[src/rtl/xor_crc_pkg.sv]
// ---------------------------------------------------------------------------
// xor_crc_pkg
//   Shared definitions for the XOR/LFSR CRC engine:
//   - state_t: engine sequencing states (IDLE, ACCUM, DONE)
//   - standard generator polynomials. The x^W term is implicit, so only the
//     lower W bits are stored.
// ---------------------------------------------------------------------------
package xor_crc_pkg;

  typedef enum logic [1:0] {
    IDLE  = 2'd0,
    ACCUM = 2'd1,
    DONE  = 2'd2
  } state_t;

  localparam logic [7:0]  CRC8_POLY        = 8'h07;
  localparam logic [15:0] CRC16_CCITT_POLY = 16'h1021;
  localparam logic [31:0] CRC32_POLY       = 32'h04C11DB7;

endpackage

[src/rtl/xor_crc_engine_if.sv]
// ---------------------------------------------------------------------------
// xor_crc_engine_if
//   Bundles the beat input handshake, the CRC output handshake, the
//   synchronous abort and the beat counter of the CRC engine.
//   Modports:
//     master - data source / CRC consumer (drives clear, in_*, out_ready)
//     slave  - the CRC engine (drives in_ready, crc_out, crc_valid, beat_cnt)
//   Parameters: W (CRC width), DW (beat width), CW (beat counter width).
// ---------------------------------------------------------------------------
interface xor_crc_engine_if #(
  parameter int W  = 8,
  parameter int DW = 8,
  parameter int CW = 16
) ();

  logic          clear;
  logic [DW-1:0] in_data;
  logic          in_valid;
  logic          in_last;
  logic          in_ready;
  logic [W-1:0]  crc_out;
  logic          crc_valid;
  logic          out_ready;
  logic [CW-1:0] beat_cnt;

  modport master (
    output clear, in_data, in_valid, in_last, out_ready,
    input  in_ready, crc_out, crc_valid, beat_cnt
  );

  modport slave (
    input  clear, in_data, in_valid, in_last, out_ready,
    output in_ready, crc_out, crc_valid, beat_cnt
  );

endinterface

[src/rtl/xor_crc_step.sv]
// ---------------------------------------------------------------------------
// xor_crc_step
//   Purely combinational DW-bit unrolled CRC step: folds data into crc_in
//   MSB first, one LFSR shift per data bit. Synthesises to a flat XOR
//   network.
//   Ports:
//     crc_in  [W-1:0]  running CRC before this beat
//     data    [DW-1:0] beat, bit DW-1 is consumed first
//     crc_out [W-1:0]  running CRC after this beat
//   Parameters: W, DW, POLY (W bits, implicit x^W term).
// ---------------------------------------------------------------------------
module xor_crc_step
  import xor_crc_pkg::*;
#(
  parameter int           W    = 8,
  parameter int           DW   = 8,
  parameter logic [W-1:0] POLY = CRC8_POLY
) (
  input  logic [W-1:0]  crc_in,
  input  logic [DW-1:0] data,
  output logic [W-1:0]  crc_out
);

  logic [W-1:0] c;
  logic         fb;

  // The loop is fully unrolled at elaboration; each iteration is one shift
  // plus a conditional XOR with the polynomial.
  always_comb begin
    c  = crc_in;
    fb = 1'b0;
    for (int i = DW - 1; i >= 0; i--) begin
      fb = c[W-1] ^ data[i];
      c  = {c[W-2:0], 1'b0} ^ ({W{fb}} & POLY);
    end
    crc_out = c;
  end

endmodule

[src/rtl/xor_crc_engine.sv]
// ---------------------------------------------------------------------------
// xor_crc_engine
//   Accepts DW-bit beats over a valid/ready handshake, folds them MSB first
//   into a W-bit CRC and presents the final-XORed result through an output
//   handshake.
//   Ports:
//     clk  - rising-edge clock
//     rst  - asynchronous active-high reset
//     bus  - xor_crc_engine_if.slave:
//            clear     synchronous abort back to IDLE (wins over all else)
//            in_data / in_valid / in_last / in_ready   beat input handshake
//            crc_out / crc_valid / out_ready           result handshake
//            beat_cnt  beats accepted in the current/last frame, saturating
//   Parameters: W, DW, POLY, INIT, XOROUT, CW.
// ---------------------------------------------------------------------------
module xor_crc_engine
  import xor_crc_pkg::*;
#(
  parameter int           W      = 8,
  parameter int           DW     = 8,
  parameter logic [W-1:0] POLY   = CRC8_POLY,
  parameter logic [W-1:0] INIT   = '0,
  parameter logic [W-1:0] XOROUT = '0,
  parameter int           CW     = 16
) (
  input  logic           clk,
  input  logic           rst,
  xor_crc_engine_if.slave bus
);

  localparam logic [CW-1:0] CNT_MAX = {CW{1'b1}};

  state_t        state_reg, state_next;
  logic [W-1:0]  crc_reg, crc_next;
  logic [W-1:0]  out_reg, out_next;
  logic [CW-1:0] cnt_reg, cnt_next;
  logic [W-1:0]  step_in, step_out;
  logic          accept;

  // The first beat of a frame always starts from INIT, so a stale crc_reg
  // can never leak into a new frame.
  assign step_in = (state_reg == IDLE) ? INIT : crc_reg;

  xor_crc_step #(
    .W    (W),
    .DW   (DW),
    .POLY (POLY)
  ) u_step (
    .crc_in  (step_in),
    .data    (bus.in_data),
    .crc_out (step_out)
  );

  // Ready depends only on state and clear, never on in_valid.
  assign bus.in_ready  = (state_reg != DONE) && !bus.clear;
  assign accept        = bus.in_valid && bus.in_ready;
  assign bus.crc_valid = (state_reg == DONE);
  assign bus.crc_out   = out_reg;
  assign bus.beat_cnt  = cnt_reg;

  always_ff @(posedge clk or posedge rst) begin
    if (rst) begin
      state_reg <= IDLE;
      crc_reg   <= INIT;
      out_reg   <= '0;
      cnt_reg   <= '0;
    end else begin
      state_reg <= state_next;
      crc_reg   <= crc_next;
      out_reg   <= out_next;
      cnt_reg   <= cnt_next;
    end
  end

  always_comb begin
    state_next = state_reg;
    crc_next   = crc_reg;
    out_next   = out_reg;
    cnt_next   = cnt_reg;

    if (bus.clear) begin
      // Abort: drop any beat, forget the partial CRC; crc_out is kept.
      state_next = IDLE;
      crc_next   = INIT;
      cnt_next   = '0;
    end else begin
      unique case (state_reg)
        IDLE, ACCUM: begin
          if (accept) begin
            crc_next = step_out;
            if (state_reg == IDLE) begin
              cnt_next = {{(CW-1){1'b0}}, 1'b1};
            end else if (cnt_reg != CNT_MAX) begin
              cnt_next = cnt_reg + 1'b1;
            end
            if (bus.in_last) begin
              // Result is registered on the same edge as the last beat.
              state_next = DONE;
              out_next   = step_out ^ XOROUT;
            end else begin
              state_next = ACCUM;
            end
          end
        end
        DONE: begin
          if (bus.out_ready) begin
            state_next = IDLE;
            crc_next   = INIT;
          end
        end
        default: begin
          state_next = IDLE;
          crc_next   = INIT;
        end
      endcase
    end
  end

endmodule

[src/flat_wrapper.sv]
// flat-port wrapper written by rule: the top's interface ports become plain ports
module xor_crc_engine_flat import xor_crc_pkg::*;
#(
  parameter int           W      = 8,
  parameter int           DW     = 8,
  parameter logic [W-1:0] POLY   = CRC8_POLY,
  parameter logic [W-1:0] INIT   = '0,
  parameter logic [W-1:0] XOROUT = '0,
  parameter int           CW     = 16
)
  (clk, rst, bus_clear, bus_in_data, bus_in_valid, bus_in_last, bus_out_ready, bus_in_ready, bus_crc_out, bus_crc_valid, bus_beat_cnt);
  xor_crc_engine_if #(.W(W), .DW(DW), .CW(CW)) bus_i ();
  input  logic clk;
  input  logic rst;
  input wire logic [$bits(bus_i.clear)-1:0] bus_clear;
  input wire logic [$bits(bus_i.in_data)-1:0] bus_in_data;
  input wire logic [$bits(bus_i.in_valid)-1:0] bus_in_valid;
  input wire logic [$bits(bus_i.in_last)-1:0] bus_in_last;
  input wire logic [$bits(bus_i.out_ready)-1:0] bus_out_ready;
  output wire logic [$bits(bus_i.in_ready)-1:0] bus_in_ready;
  output wire logic [$bits(bus_i.crc_out)-1:0] bus_crc_out;
  output wire logic [$bits(bus_i.crc_valid)-1:0] bus_crc_valid;
  output wire logic [$bits(bus_i.beat_cnt)-1:0] bus_beat_cnt;
  assign bus_i.clear = bus_clear;
  assign bus_i.in_data = bus_in_data;
  assign bus_i.in_valid = bus_in_valid;
  assign bus_i.in_last = bus_in_last;
  assign bus_i.out_ready = bus_out_ready;
  assign bus_in_ready = bus_i.in_ready;
  assign bus_crc_out = bus_i.crc_out;
  assign bus_crc_valid = bus_i.crc_valid;
  assign bus_beat_cnt = bus_i.beat_cnt;
  xor_crc_engine #(.W(W), .DW(DW), .POLY(POLY), .INIT(INIT), .XOROUT(XOROUT), .CW(CW)) u_core (.clk(clk), .rst(rst), .bus(bus_i));
endmodule
[config.mk]
export PLATFORM = sky130hd
export DESIGN_NAME = xor_crc_engine_flat
export DESIGN_NICKNAME = d
export VERILOG_FILES = /design/src/rtl/xor_crc_pkg.sv /design/src/rtl/xor_crc_engine_if.sv /design/src/rtl/xor_crc_step.sv /design/src/rtl/xor_crc_engine.sv /design/src/flat_wrapper.sv
export SDC_FILE = /design/constraint.sdc
export NUM_CORES = 1
export LEC_CHECK = 0
export CAP_MARGIN = 20
export CORE_UTILIZATION = 40
export CTS_BUF_LIST = sky130_fd_sc_hd__clkbuf_4
export CTS_CLUSTER_DIAMETER = 50
export DETAILED_ROUTE_END_ITERATION = 8
export GPL_TIMING_DRIVEN = 0
export PLACE_DENSITY = 0.72
export SLEW_MARGIN = 5
export SYNTH_ARGS = -nofsm -noshare
export SYNTH_HDL_FRONTEND = slang
export SYNTH_SLANG_ARGS = --single-unit
[constraint.sdc]
create_clock -name clk -period 1.85 [get_ports clk]
set_clock_uncertainty 0.05 [all_clocks]
set_input_delay 0.37 -clock clk [delete_from_list [all_inputs] [get_ports clk]]
set_output_delay 0.37 -clock clk [all_outputs]
set_load 0.01 [all_outputs]
==> results.py <==
metrics = {
    "yosys": {
        "synth_top_area_share_pct": 40.6,
        "netlist_top_cells_area": "dfrtp_1, xnor2_1, xnor3_1, nand2_1, xor2_1",
        "synth_top_cell_by_area": "dfrtp_1",
        "syn_area_um2": 2090,
        "synth_common_cells": "dfrtp_1, nand2_1, nor2_1, xnor2_1, o21ai_0",
        "syn_inst": 208,
        "synth_cell_types": 55,
        "syn_area_per_cell_um2": 10.1,
        "synth_seq_area_share_pct": 40.6,
        "ys_seq_elements": 34,
        "synth_nets": 223,
        "synth_warnings": 0,
        "synthFlopType": "dfrtp_1",
        "synthArstFlopShare_pct": 100,
        "synth.most_common_cell": "dfrtp_1",
        "synth_edf_count": 0,
    },
    "global_routing": {
        "grt_pass1_vias": 1750,
        "antenna_found_initial": 0,
        "gr-total-overflow": 0,
        "grt.total_usage_pct": 20.0,
        "grt_pass1_wl_mm": 8.20,
        "grt_max_degree": 23,
    },
    "critical_path": {
        "crit_chain": "nand4_4 > o41a_4 > o31a_1 > xnor2_1 > nor2_1",
        "max_stage_delay_ps": 540,
        "reg2reg_slack_ps": 40,
        "crit_fanout": 6,
        "r2r-start": "u_core.bus.beat_cnt[8]",
        "endpoint_kind": "flip-flop",
        "worstRegToRegCells": 5,
        "r2r_end": "u_core.bus.beat_cnt[2]",
        "critPathLaunch": "u_core.bus.beat_cnt[8]",
        "cp.required_ps": 2040,
        "crit_slowest_cell": "o41a_4",
        "criticalPathCategory": "reg2reg",
        "critical_path_arrival_ps": 2000,
        "critPathLaunchType": "flip-flop",
    },
    "pwr": {
        "cellPowerDensity_nw_per_um2": 741,
        "p_leak_nw": 1.32,
        "power.internal_w": 0.00153,
        "p_sw_w": 0.000689,
        "pwr-share-seq_pct": 40.6,
        "clockPowerShare_pct": 25.9,
        "comb_power_share_pct": 33.4,
        "swShare_pct": 31.0,
        "design_power_total_w": 0.00222,
        "irDropWorstVdd_mv": 0.417,
    },
    "sta": {
        "fin_setup_tns_ps": 0,
        "drv_slew": 0,
        "fin_crit_ps": 1810,
        "slew-limit-headroom_pct": 61.9,
        "whs_ps": 299,
        "rsz0062_at_grt": "true",
        "fin_crit_sh_pct": 98.1,
        "final-setup-viol-count": 0,
        "hold_violations": 0,
        "tightest_slew_ps": 570,
        "fmax_ghz": 0.551,
    },
    "placement": {
        "dp_cells": 315,
        "dp_hpwl_mm": 3.53,
        "gp_congestion": 0.835,
        "numPortBuffers": 39,
    },
    "floorplanning": {
        "top_level_ports": 40,
        "rows": 25,
        "die_h_um": 74.3,
        "coreArea_um2": 4880,
        "start_util_pct": 42.9,
        "die-area_um2": 5530,
        "die_x_um": 74.3,
    },
    "detailed_routing": {
        "vias": 1825,
        "wire_per_inst_um": 15.7,
        "routed_wirelength_mm": 5.33,
        "antenna_left": 0,
        "drtIter0Drc": 90,
        "drc": 0,
        "drtPass1Iterations": 4,
        "via_per_inst": 5.37,
    },
    "hold_path": {
        "hold_class": "in2async",
    },
    "outcome": {
        "status": "finished clean",
    },
    "clock_tree": {
        "clk_pin_slew_worst_paths_ps": 120,
        "cts_tree": "built",
        "clockBufferDepth": 2,
        "numCtsBuffers": 5,
        "htreeDepth": 2,
        "root_buffer": "clkbuf_4",
        "hold_buffers": 0,
        "clkLatencyLatePin_ps": 360,
        "clkSinkCount": 34,
    },
    "cells_and_area": {
        "finalNetCount": 287,
        "syn_to_final_growth_pct": 43.0,
        "fillers": 427,
        "antenna_cells": 0,
        "final_cells": 340,
        "drive_gt1_share_pct": 27.8,
        "final_core_util_pct": 61.4,
        "largest_reg_flops": 16,
    },
    "job": {
        "drv_cap": 0,
    },
}
cells by family (layout without fill, tap and decap cells):
family | Yosys count | count (layout) | synth area share [%]
compound gates | 50 | 50 | 18.2
xor+xnor | 33 | 33 | 18.2
fa+ha+maj | 1 | 1 | 0.598
buf+inv | 10 | 75 | 1.97
flops | 34 | 34 | 40.6
mux | 3 | 3 | 1.61
simple gates | 77 | 77 | 18.8
critical path, delay by kind of cell (launching register included):
kind            cells  cell delay (ps)
compound gates      2              800
flops               1              470
simple gates        2              220
xor+xnor            1              160
repair_timing:
item | CTS | global route
endpoints found under the setup margin | 31 | 26
gates resized for setup | 29 | 37
buffers inserted | 8 | 9
pin swaps | 3 | 19
metal layers:
| layer | up-vias | track usage [%] | part of all wire (%) | routed length [um] |
|---|---|---|---|---|
| met5 | - | 0 | 0 | 0 |
| met4 | 0 | 7.76 | 1.4 | 76 |
| met3 | 8 | 3.66 | 5.5 | 292 |
| met2 | 59 | 34.4 | 50 | 2650 |
| met1 | 879 | 24.8 | 43 | 2310 |
| li1 | 879 | - | - | - |
worst max-delay path by stage:
stage	to	depth (start not counted)
global route	u_core.bus.beat_cnt[2]	5
global placement	bus_in_ready	5
floorplan	u_core.bus.beat_cnt[2]	6
detailed placement	bus_in_ready	5
finish	u_core.bus.beat_cnt[2]	5
CTS	u_core.bus.beat_cnt[2]	5
per-stage QoR:
stage	instance area [um^2]	setup slack, ps
2_1_floorplan	2090	27.4
3_3_place_gp	2570	-716
3_5_place_dp	2590	-726
4_1_cts	2820	0.193
5_1_grt	2990	-62.4
6_report	2990	36.0
cell usage in the layout, fill, tap and decap left out, drive strengths merged, types with 3 or more instances in the layout:
cell type and n:
dlygate4sd2 3, xor2 10, o211ai 6, xnor2 17
dlymetal6s2s 5, a21oi 4, clkdlybuf4s50 29, o21ai 12
nor2 19, nand3 6, buf 22, clkbuf 8
mux2 3, o21a 4, a22o 3, nand2 25
inv 5, and3 3, dfrtp 34, a31oi 4
xnor3 5, nand2b 3, nor3 6
power by group through the flow:
| stage | Sequential, W | Combinational, W | Clock (W) |
|---|---|---|---|
| global placement | 0.000917 | 0.000647 | 0 |
| finish | 0.000902 | 0.000742 | 0.000576 |
| global route | 0.000916 | 0.000805 | 0.000616 |
| floorplan | 0.000945 | 0.000364 | 0 |
| CTS | 0.000901 | 0.000720 | 0.000583 |
| detailed placement | 0.000920 | 0.000663 | 0 |
area by class of cell:
cell class                 instances  area [um^2]  area share, %
buffer                             5         52.6           1.76
clock buffer                       5         37.5           1.25
clock inverter                     3         45.0           1.50
inverter                           5         18.8          0.627
multi-input combinational        164         1340           44.8
sequential                        34          862           28.8
tap                               67         83.8           2.80
timing repair buffer              57          554           18.5
Note: power is estimated with default switching activity, not from simulation.
